<file path="src/rtl/dmem_arbiter_pkg.sv">
// Shared types and defaults for the data-memory arbiter.
package dmem_arbiter_pkg;

  localparam int ARCH                 = 32;
  localparam int ARB_MAX_WAIT_DEFAULT = 8;

  typedef enum logic {
    ARB_RR   = 1'b0,
    ARB_LOCK = 1'b1
  } arb_state_t;

  typedef enum logic {
    GNT_M0 = 1'b0,
    GNT_M1 = 1'b1
  } master_t;

endpackage

</file>
<file path="src/rtl/dmem_arbiter_if.sv">
// Bus bundle between the two memory masters, the arbiter and the SRAM ports.
interface dmem_arbiter_if #(
  parameter int ADDR_WIDTH = 12,
  parameter int DATA_WIDTH = 32
);
  logic                  m0_req_in;
  logic                  m0_we_in;
  logic [ADDR_WIDTH-1:0] m0_addr_in;
  logic [DATA_WIDTH-1:0] m0_wdata_in;
  logic                  m0_gnt_out;
  logic                  m0_rvalid_out;
  logic [DATA_WIDTH-1:0] m0_rdata_out;

  logic                  m1_req_in;
  logic                  m1_we_in;
  logic [ADDR_WIDTH-1:0] m1_addr_in;
  logic [DATA_WIDTH-1:0] m1_wdata_in;
  logic                  m1_gnt_out;
  logic                  m1_rvalid_out;
  logic [DATA_WIDTH-1:0] m1_rdata_out;
  logic                  m1_lock_in;

  logic [ADDR_WIDTH-1:0] sram_addr_a_out;
  logic [DATA_WIDTH-1:0] sram_din_a_out;
  logic                  sram_we_a_out;
  logic [ADDR_WIDTH-1:0] sram_addr_b_out;
  logic [DATA_WIDTH-1:0] sram_dout_b_in;

  // Arbiter side
  modport slave (
    input  m0_req_in, m0_we_in, m0_addr_in, m0_wdata_in,
    output m0_gnt_out, m0_rvalid_out, m0_rdata_out,
    input  m1_req_in, m1_we_in, m1_addr_in, m1_wdata_in, m1_lock_in,
    output m1_gnt_out, m1_rvalid_out, m1_rdata_out,
    output sram_addr_a_out, sram_din_a_out, sram_we_a_out, sram_addr_b_out,
    input  sram_dout_b_in
  );

  // Masters plus memory side
  modport master (
    output m0_req_in, m0_we_in, m0_addr_in, m0_wdata_in,
    input  m0_gnt_out, m0_rvalid_out, m0_rdata_out,
    output m1_req_in, m1_we_in, m1_addr_in, m1_wdata_in, m1_lock_in,
    input  m1_gnt_out, m1_rvalid_out, m1_rdata_out,
    input  sram_addr_a_out, sram_din_a_out, sram_we_a_out, sram_addr_b_out,
    output sram_dout_b_in
  );
endinterface

</file>
<file path="src/rtl/dmem_arbiter_arb_wait_ctr.sv">
// Saturating starvation counter for master 0.
module arb_wait_ctr #(
  parameter int MAX_WAIT = 8
) (
  input  logic       clk,
  input  logic       rst,
  input  logic       inc,
  input  logic       clr,
  output logic [7:0] cnt,
  output logic       at_max
);
  localparam logic [7:0] MAX_W = 8'(MAX_WAIT);

  // clear wins; otherwise count up and stick at MAX_WAIT
  always_ff @(posedge clk or posedge rst) begin
    if (rst)                      cnt <= '0;
    else if (clr)                 cnt <= '0;
    else if (inc && cnt < MAX_W)  cnt <= cnt + 8'd1;
  end

  assign at_max = (cnt == MAX_W);
endmodule

</file>
<file path="src/rtl/dmem_arbiter.sv">
// Two-master arbiter in front of one SRAM: round-robin with an m1 lock
// mode and a bounded-wait escape for m0.
module dmem_arbiter
  import dmem_arbiter_pkg::*;
#(
  parameter int ADDR_WIDTH = 12,
  parameter int DATA_WIDTH = ARCH,
  parameter int MAX_WAIT   = ARB_MAX_WAIT_DEFAULT
) (
  input logic           clk,
  input logic           rst,
  dmem_arbiter_if.slave bus
);
  arb_state_t            state, state_nxt;
  master_t               last_gnt;
  logic                  gnt0, gnt1;
  logic                  rd0, rd1;
  logic [7:0]            wait_cnt;
  logic                  at_max;
  logic                  force_m0;
  logic                  rvalid0, rvalid1;
  logic [DATA_WIDTH-1:0] rdata0, rdata1;

  arb_wait_ctr #(.MAX_WAIT(MAX_WAIT)) u_wait (
    .clk    (clk),
    .rst    (rst),
    .inc    (bus.m0_req_in & ~gnt0),
    .clr    (gnt0),
    .cnt    (wait_cnt),
    .at_max (at_max)
  );

  // a zero count never forces, even if MAX_WAIT is misconfigured to 0
  assign force_m0 = at_max && (wait_cnt != 8'd0);

  // grant decision and next state
  always_comb begin
    gnt0      = 1'b0;
    gnt1      = 1'b0;
    state_nxt = state;
    case (state)
      ARB_RR: begin
        if (bus.m0_req_in && bus.m1_req_in) begin
          gnt0 = (last_gnt == GNT_M1);
          gnt1 = ~gnt0;
        end else begin
          gnt0 = bus.m0_req_in;
          gnt1 = bus.m1_req_in;
        end
        if (gnt1 && bus.m1_lock_in) state_nxt = ARB_LOCK;
      end
      ARB_LOCK: begin
        // m0 only gets in through the starvation escape
        if (bus.m0_req_in && force_m0) gnt0 = 1'b1;
        else                           gnt1 = bus.m1_req_in;
        if (!bus.m1_lock_in) state_nxt = ARB_RR;
      end
      default: state_nxt = ARB_RR;
    endcase
    if (rst) begin
      gnt0 = 1'b0;
      gnt1 = 1'b0;
    end
  end

  // arbitration state and round-robin history
  always_ff @(posedge clk or posedge rst) begin
    if (rst) begin
      state    <= ARB_RR;
      last_gnt <= GNT_M1;
    end else begin
      state <= state_nxt;
      if (gnt0)      last_gnt <= GNT_M0;
      else if (gnt1) last_gnt <= GNT_M1;
    end
  end

  assign rd0 = gnt0 & ~bus.m0_we_in;
  assign rd1 = gnt1 & ~bus.m1_we_in;

  // capture SRAM read data into the granted master's response register
  always_ff @(posedge clk or posedge rst) begin
    if (rst) begin
      rvalid0 <= 1'b0;
      rvalid1 <= 1'b0;
      rdata0  <= '0;
      rdata1  <= '0;
    end else begin
      rvalid0 <= rd0;
      rvalid1 <= rd1;
      if (rd0) rdata0 <= bus.sram_dout_b_in;
      if (rd1) rdata1 <= bus.sram_dout_b_in;
    end
  end

  // SRAM ports follow the winner; m0 drives them when idle
  always_comb begin
    bus.sram_addr_a_out = gnt1 ? bus.m1_addr_in  : bus.m0_addr_in;
    bus.sram_din_a_out  = gnt1 ? bus.m1_wdata_in : bus.m0_wdata_in;
    bus.sram_addr_b_out = gnt1 ? bus.m1_addr_in  : bus.m0_addr_in;
    bus.sram_we_a_out   = (gnt0 & bus.m0_we_in) | (gnt1 & bus.m1_we_in);
  end

  assign bus.m0_gnt_out    = gnt0;
  assign bus.m1_gnt_out    = gnt1;
  assign bus.m0_rvalid_out = rvalid0;
  assign bus.m1_rvalid_out = rvalid1;
  assign bus.m0_rdata_out  = rdata0;
  assign bus.m1_rdata_out  = rdata1;
endmodule

</file>
<file path="src/flat_wrapper.sv">
// flat-port wrapper written by rule: the top's interface ports become plain ports
module dmem_arbiter_flat import dmem_arbiter_pkg::*;
#(
  parameter int ADDR_WIDTH = 12,
  parameter int DATA_WIDTH = ARCH,
  parameter int MAX_WAIT   = ARB_MAX_WAIT_DEFAULT
)
  (clk, rst, bus_m0_req_in, bus_m0_we_in, bus_m0_addr_in, bus_m0_wdata_in, bus_m0_gnt_out, bus_m0_rvalid_out, bus_m0_rdata_out, bus_m1_req_in, bus_m1_we_in, bus_m1_addr_in, bus_m1_wdata_in, bus_m1_lock_in, bus_m1_gnt_out, bus_m1_rvalid_out, bus_m1_rdata_out, bus_sram_addr_a_out, bus_sram_din_a_out, bus_sram_we_a_out, bus_sram_addr_b_out, bus_sram_dout_b_in);
  dmem_arbiter_if #(.ADDR_WIDTH(ADDR_WIDTH), .DATA_WIDTH(DATA_WIDTH)) bus_i ();
  input logic clk;
  input logic rst;
  input wire logic [$bits(bus_i.m0_req_in)-1:0] bus_m0_req_in;
  input wire logic [$bits(bus_i.m0_we_in)-1:0] bus_m0_we_in;
  input wire logic [$bits(bus_i.m0_addr_in)-1:0] bus_m0_addr_in;
  input wire logic [$bits(bus_i.m0_wdata_in)-1:0] bus_m0_wdata_in;
  output wire logic [$bits(bus_i.m0_gnt_out)-1:0] bus_m0_gnt_out;
  output wire logic [$bits(bus_i.m0_rvalid_out)-1:0] bus_m0_rvalid_out;
  output wire logic [$bits(bus_i.m0_rdata_out)-1:0] bus_m0_rdata_out;
  input wire logic [$bits(bus_i.m1_req_in)-1:0] bus_m1_req_in;
  input wire logic [$bits(bus_i.m1_we_in)-1:0] bus_m1_we_in;
  input wire logic [$bits(bus_i.m1_addr_in)-1:0] bus_m1_addr_in;
  input wire logic [$bits(bus_i.m1_wdata_in)-1:0] bus_m1_wdata_in;
  input wire logic [$bits(bus_i.m1_lock_in)-1:0] bus_m1_lock_in;
  output wire logic [$bits(bus_i.m1_gnt_out)-1:0] bus_m1_gnt_out;
  output wire logic [$bits(bus_i.m1_rvalid_out)-1:0] bus_m1_rvalid_out;
  output wire logic [$bits(bus_i.m1_rdata_out)-1:0] bus_m1_rdata_out;
  output wire logic [$bits(bus_i.sram_addr_a_out)-1:0] bus_sram_addr_a_out;
  output wire logic [$bits(bus_i.sram_din_a_out)-1:0] bus_sram_din_a_out;
  output wire logic [$bits(bus_i.sram_we_a_out)-1:0] bus_sram_we_a_out;
  output wire logic [$bits(bus_i.sram_addr_b_out)-1:0] bus_sram_addr_b_out;
  input wire logic [$bits(bus_i.sram_dout_b_in)-1:0] bus_sram_dout_b_in;
  assign bus_i.m0_req_in = bus_m0_req_in;
  assign bus_i.m0_we_in = bus_m0_we_in;
  assign bus_i.m0_addr_in = bus_m0_addr_in;
  assign bus_i.m0_wdata_in = bus_m0_wdata_in;
  assign bus_m0_gnt_out = bus_i.m0_gnt_out;
  assign bus_m0_rvalid_out = bus_i.m0_rvalid_out;
  assign bus_m0_rdata_out = bus_i.m0_rdata_out;
  assign bus_i.m1_req_in = bus_m1_req_in;
  assign bus_i.m1_we_in = bus_m1_we_in;
  assign bus_i.m1_addr_in = bus_m1_addr_in;
  assign bus_i.m1_wdata_in = bus_m1_wdata_in;
  assign bus_i.m1_lock_in = bus_m1_lock_in;
  assign bus_m1_gnt_out = bus_i.m1_gnt_out;
  assign bus_m1_rvalid_out = bus_i.m1_rvalid_out;
  assign bus_m1_rdata_out = bus_i.m1_rdata_out;
  assign bus_sram_addr_a_out = bus_i.sram_addr_a_out;
  assign bus_sram_din_a_out = bus_i.sram_din_a_out;
  assign bus_sram_we_a_out = bus_i.sram_we_a_out;
  assign bus_sram_addr_b_out = bus_i.sram_addr_b_out;
  assign bus_i.sram_dout_b_in = bus_sram_dout_b_in;
  dmem_arbiter #(.ADDR_WIDTH(ADDR_WIDTH), .DATA_WIDTH(DATA_WIDTH), .MAX_WAIT(MAX_WAIT)) u_core (.clk(clk), .rst(rst), .bus(bus_i));
endmodule
</file>
<file path="config.mk">
export PLATFORM = sky130hd
export DESIGN_NAME = dmem_arbiter_flat
export DESIGN_NICKNAME = d
export VERILOG_FILES = /design/src/rtl/dmem_arbiter_pkg.sv /design/src/rtl/dmem_arbiter_if.sv /design/src/rtl/dmem_arbiter_arb_wait_ctr.sv /design/src/rtl/dmem_arbiter.sv /design/src/flat_wrapper.sv
export SDC_FILE = /design/constraint.sdc
export NUM_CORES = 1
export LEC_CHECK = 0
export ABC_AREA = 1
export CAP_MARGIN = 0
export CORE_ASPECT_RATIO = 1.2
export CORE_MARGIN = 8
export CORE_UTILIZATION = 39
export CTS_CLUSTER_DIAMETER = 60
export DETAILED_ROUTE_END_ITERATION = 7
export GPL_TIMING_DRIVEN = 0
export PLACE_DENSITY_LB_ADDON = 0.08
export SYNTH_ARGS = -nofsm -noshare
export SYNTH_HDL_FRONTEND = slang
export SYNTH_SLANG_ARGS = --single-unit
</file>
<file path="constraint.sdc">
create_clock -name clk -period 4.81 [get_ports clk]
set_clock_uncertainty 0.15 [all_clocks]
set_input_delay 0.962 -clock clk [delete_from_list [all_inputs] [get_ports clk]]
set_output_delay 0.962 -clock clk [all_outputs]
set_load 0.1 [all_outputs]
</file>
==> Yosys cells after proc, flatten, opt, wreduce, memory -nomap -nowiden <==
Index checks and enable logic that the tools add are counted.
{ "totals": {"regBits": 76, "latchBits": 0, "ram_bits": 0, "romBits": 0, "out_inout_bits": 125, "elab_cells": 47, "n_memories": 0} }
{ "op_classes": {"addsub": 1, "multipliers": 0, "div": 0, "n_lt_le_gt_ge": 1, "eq_ne": 1, "n_shift": 0, "n_mux": 18, "bitwise": 11, "reduce_logical": 8} }
{ "ops": {"columns": ["operator", "count"], "rows": [
  ["2-to-1 mux 32 bit", 1],
  ["2-to-1 mux 8 bit", 2],
  ["2-to-1 mux 12 bit", 1],
  ["2-to-1 mux 1 bit", 11],
  ["adder 8 x 1 -> 8 bit (second input constant)", 1],
  ["== test 8 x 4 -> 1 bit (second input constant)", 1],
  ["less-than comparator 8 x 4 -> 1 bit (second input constant)", 1],
  ["nonzero test 8 bit", 1],
  ["case mux 1 bit (2 select lines)", 3],
  ["bitwise AND 1 bit", 5],
  ["logical AND 1 bit", 5],
  ["inverter 1 bit", 5],
  ["nonzero test 2 bit", 2],
  ["OR 1 bit", 1]
]} }

==> Longest topological paths before layout <==
{ "depth": {"word_depth": 11, "mapped_depth": 13, "ltp_nobuf": 11} }

==> By module <==
A second synthesis with hierarchy kept.
{ "unflattened": {"hier_cells": 512, "hier_area_um2": 3799.9} }
{ "by_module_without_submodules": {"columns": ["module", "n_inst", "cells_each", "area_each_um2", "seq_area_each_um2"], "rows": [
  ["dmem_arbiter", 1, 466, 3407.0, 1702.9],
  ["arb_wait_ctr", 1, 46, 392.9, 200.2]
]} }

==> Least setup slack after synthesis <==
No wires, ideal clock.
{ "synth_path": {"kind": "in2out", "startpoint": "in bus_m0_req_in", "endpoint": "out bus_sram_we_a_out", "arrival_ps": 3589, "required_time_ps": 3698, "slack_ps": 109, "cell_stages": 8, "path_buffers": 1, "cell_sequence": "nand2_1 > nor2_1 > nand2_1 > nand2_2 > nand2_4 > nand2_2 > buf_6 > o21ai_0"} }
{ "synth_between": {"elab_chain_len": 7, "elab_cells_between_ends": 14, "cone_classes": "mux (9); bitwise (3); reduce/logical (2)"} }
{ "synth_lines": {"columns": ["item", "line_no", "rtl"], "rows": [
  ["from (decl)", "flat_wrapper.sv:12", "input wire logic [$bits(bus_i.m0_req_in)-1:0] bus_m0_req_in;"],
  ["logical AND 1 bit", "dmem_arbiter.sv:43", "if (bus.m0_req_in && bus.m1_req_in) begin"],
  ["2-to-1 mux 1 bit", "dmem_arbiter.sv:43", null],
  ["2-to-1 mux 1 bit", "dmem_arbiter.sv:41", "case (state)"],
  ["case mux 1 bit (2 select lines)", "dmem_arbiter.sv:41", null],
  ["2-to-1 mux 1 bit", "dmem_arbiter.sv:60", "if (rst) begin"],
  ["bitwise AND 1 bit", "dmem_arbiter.sv:101", "bus.sram_we_a_out = (gnt0 & bus.m0_we_in) | (gnt1 & bus.m1_we_in);"],
  ["OR 1 bit *", "dmem_arbiter.sv:101", null],
  ["to (decl)", "flat_wrapper.sv:29", "output wire logic [$bits(bus_i.sram_we_a_out)-1:0] bus_sram_we_a_out;"]
]} }
Every way passes the cells marked *; elsewhere a longest branch is shown, timed or not. The select of a mux whose other input is x is not followed.

==> Final worst setup path <==
{ "layout_path": {"startpoint": "in rst", "endpoint": "out bus_m1_gnt_out"} }
{ "layout_between": {"elab_chain_len": 1} }
{ "layout_lines": {"columns": ["item", "line_no", "rtl"], "rows": [
  ["from (decl)", "flat_wrapper.sv:11", "input logic rst;"],
  ["2-to-1 mux 1 bit", "dmem_arbiter.sv:60", null],
  ["to (decl)", "flat_wrapper.sv:24", "output wire logic [$bits(bus_i.m1_gnt_out)-1:0] bus_m1_gnt_out;"]
]} }
No other way between the ends.

==> out/results.txt <==
die area: 13000 µm²
met2 wire length: 8.18 mm
Hold Vio Cnt, Final: 0
initial antenna violation count: 0
vias: 4340
critical-path cell with the highest stage delay: clkdlybuf4s50_1
RSZ-0062 raised after global routing: false
minimum clock period: 4.70 ns
Slew Viols, Final: 0
FP Rows: 39
Skew-Pair Late Insertion Delay: 0.33 ns
GRT Total Usage: 24.1%
Post-Route WL: 16.4 mm
Worst Hold End: u_core.bus.m1_rdata_out[2]$_DFFE_PP0P_
RePlAce Congestion: 0.942
Setup CP Type: in2out
design area: 6790 µm²
crit path DAT: 3.59 ns
Die Wd: 106 µm
clk root buf: clkbuf_16
# diodes: 0
Inserted Clock Buffers: 9
Max-Cap Viols: 0
Crit path required time: 3.70 ns
peak supply drop: 0.000588 V
relative slew slack: 26.5%
vias in the first global route: 4254
final setup vio count: 0
syn_area_per_cell: 7.44 µm²
CTS tree: yes
first-pass GRT wire length: 24.2 mm
Critical Path Start Type: input port
CTS Buffer Depth: 2
Seq/Total Area, Yosys: 50.7%
post-DP HPWL: 13.0 mm
Detail Route met3 WL: 1.79 mm
Post-Route M1 WL: 6.23 mm
Max FO, Critical Path: 10
DR WL/cell: 18.3 µm
#FFs+latches synth: 76
Final Total Pwr: 4.11 mW
Area after DPL: 6450 µm²
CP peak stage delay: 1.17 ns
Ports: 252
syn nets: 633
Hold Buf Count CTS: 0
Worst R2R End: u_core.bus.m0_rdata_out[18]$_DFFE_PP0P_
Cell Pwr Density: 605 nW/µm²
CP most frequent cell: clkdlybuf4s50_1
Min Hold Slack: 0.322 ns
Post-Syn Area: 3750 µm²
synthesized instance count: 504
Reg2Reg Launch Point: u_core.u_wait.cnt[0]$_DFFE_PP0P_
DR iter-0 viols: 225
nets@finish: 896
Top Metal Used: met4
area grow syn2layout: 81.0%
fmax: 0.213 GHz
final setup TNS: 0 ns
Post-DRT Antenna Nets: 0
initial cell density of the core: 39.6%
crit path from: rst
crit path cell chain: clkdlybuf4s50_1 > nor2_2 > nand2_2 > inv_2 > buf_2 > clkdlybuf4s50_1
Layout Utilization: 71.7%
number of vias per cell: 4.85
total gr overflow: 0
clock sinks: 76
Yosys warnings: 0
CP Capture Type: output pin
WHS Path Cells: 2
Hold Startpoint: u_core.bus.m1_rdata_out[2]$_DFFE_PP0P_
Hold Crit Class: reg2reg
largest net degree at the start of global routing: 56
Die Span Y: 123 µm
status: completed
Pleak: 3.59 nW
CTS H-Tree Depth: 3
r2r setup slk: 2.86 ns
worst reg-to-reg path cell count: 11
drt pass-1 iters: 6
Core ar.: 9470 µm²
fin crit share: 97.8%
I/O Buffers: 251
fraction of layout cells with a size suffix above 1: 7.90%
Worst Tran Pin Value: 1.10 ns
clock-pin slew on the worst setup and hold paths: 0.06 ns
# DRC: 0
synth unique cells: 22
-- where the power goes --
group	leakage, nW	total, mW	switching, mW	internal, mW
logic	2.46	2.42	1.89	0.528
registers	0.958	0.908	0.0990	0.809
clock network	0.173	0.787	0.253	0.534
-- worst max path at each step --
stage	endpoint	slack [ns]	cells past startpoint
2_1_floorplan	bus_sram_we_a_out	0.11	8
3_3_place_gp	bus_sram_addr_b_out[1]	-0.15	10
3_5_place_dp	bus_sram_addr_b_out[0]	-0.20	9
4_1_cts	bus_sram_din_a_out[24]	0.00007	8
5_1_grt	bus_sram_din_a_out[1]	0.006	11
6_report	bus_m1_gnt_out	0.11	6
-- metal layers --
layer / track usage [%] / up-vias
met2: 41.8 / 194
met3: 9.49 / 17
met4: 6.34 / 0
met1: 27.1 / 2054
li1: - / 2075
met5: 0 / -
-- layout by cell type (no fill, tap or decap) --
cell type	netlist	routed
nand2_2	2	2
dlymetal6s2s_1	0	17
inv_2	2	2
nor3_1	2	2
buf_16	0	1
nand3_2	2	2
dfrtp_1	75	75
nor2_2	2	2
bufinv_16	0	3
clkdlybuf4s50_1	0	199
nand3_1	2	2
o21ai_0	3	3
clkbuf_1	7	8
clkinv_2	0	1
inv_1	17	16
nand2_4	1	1
dlygate4sd2_1	0	33
inv_4	0	1
clkbuf_8	0	2
dfstp_2	1	1
buf_2	12	12
nand4_1	32	32
nor2_1	9	9
buf_6	2	2
a21boi_0	1	1
clkbuf_2	0	2
nand2_1	307	307
ha_1	2	2
a21oi_1	3	3
clkbuf_16	0	9
buf_4	18	18
clkinv_1	2	2
-- critical path, delay by kind of cell --
kind	cells	cell delay, ns
buffers and inverters	4	2.08
AND/OR/NAND/NOR	2	0.53
-- logic make-up (layout without fill, tap and decap cells) --
kind of cell / after synthesis / in the layout / share of synthesized area, %
simple gates: 359 / 359 / 39.0
flops: 76 / 76 / 50.7
buf+inv: 60 / 328 / 8.61
compound gates: 7 / 7 / 1.00
fa+ha+maj: 2 / 2 / 0.667
-- state kept, by name, summed over array words and instances, names as in the netlist --
signal,cells
u_core.bus.m0_rdata_out,32
u_core.bus.m1_rdata_out,32
u_core.u_wait.cnt,8
u_core.bus.m0_rvalid_out,1
u_core.bus.m1_rvalid_out,1
u_core.last_gnt,1
u_core.state,1
-- metrics by stage --
step           setup WS (ns)  instances
2_1_floorplan          0.109        504
3_3_place_gp          -0.153        878
3_5_place_dp          -0.199        879
4_1_cts            0.0000708        895
5_1_grt              0.00580        895
6_report               0.107        895
-- synth_stat cells (all sizes together) --
cell type,count,area (µm²)
a21boi,1,7.51
a21oi,3,15.0
buf,32,218
clkbuf,7,26.3
clkinv,2,7.51
dfrtp,75,1880
dfstp,1,26.3
ha,2,25.0
inv,19,71.3
nand2,310,1180
nand3,4,30.0
nand4,32,200
nor2,11,46.3
nor3,2,10.0
o21ai,3,15.0
-- final cells by class --
type                       instances  area [µm²]
multi-input combinational        368        1530
clock buffer                      12         256
tap                              123         154
inverter                          21        81.3
buffer                            39         244
sequential                        76        1900
clock inverter                     4        95.1
timing repair buffer             252        2530
fill                             816        2680
-- what timing repair did --
action	CTS	global route
gates resized for setup	35	21
setup endpoints to repair	35	19
pin swaps	0	0
buffers inserted	0	0
Power figures use the tool's default switching activity.
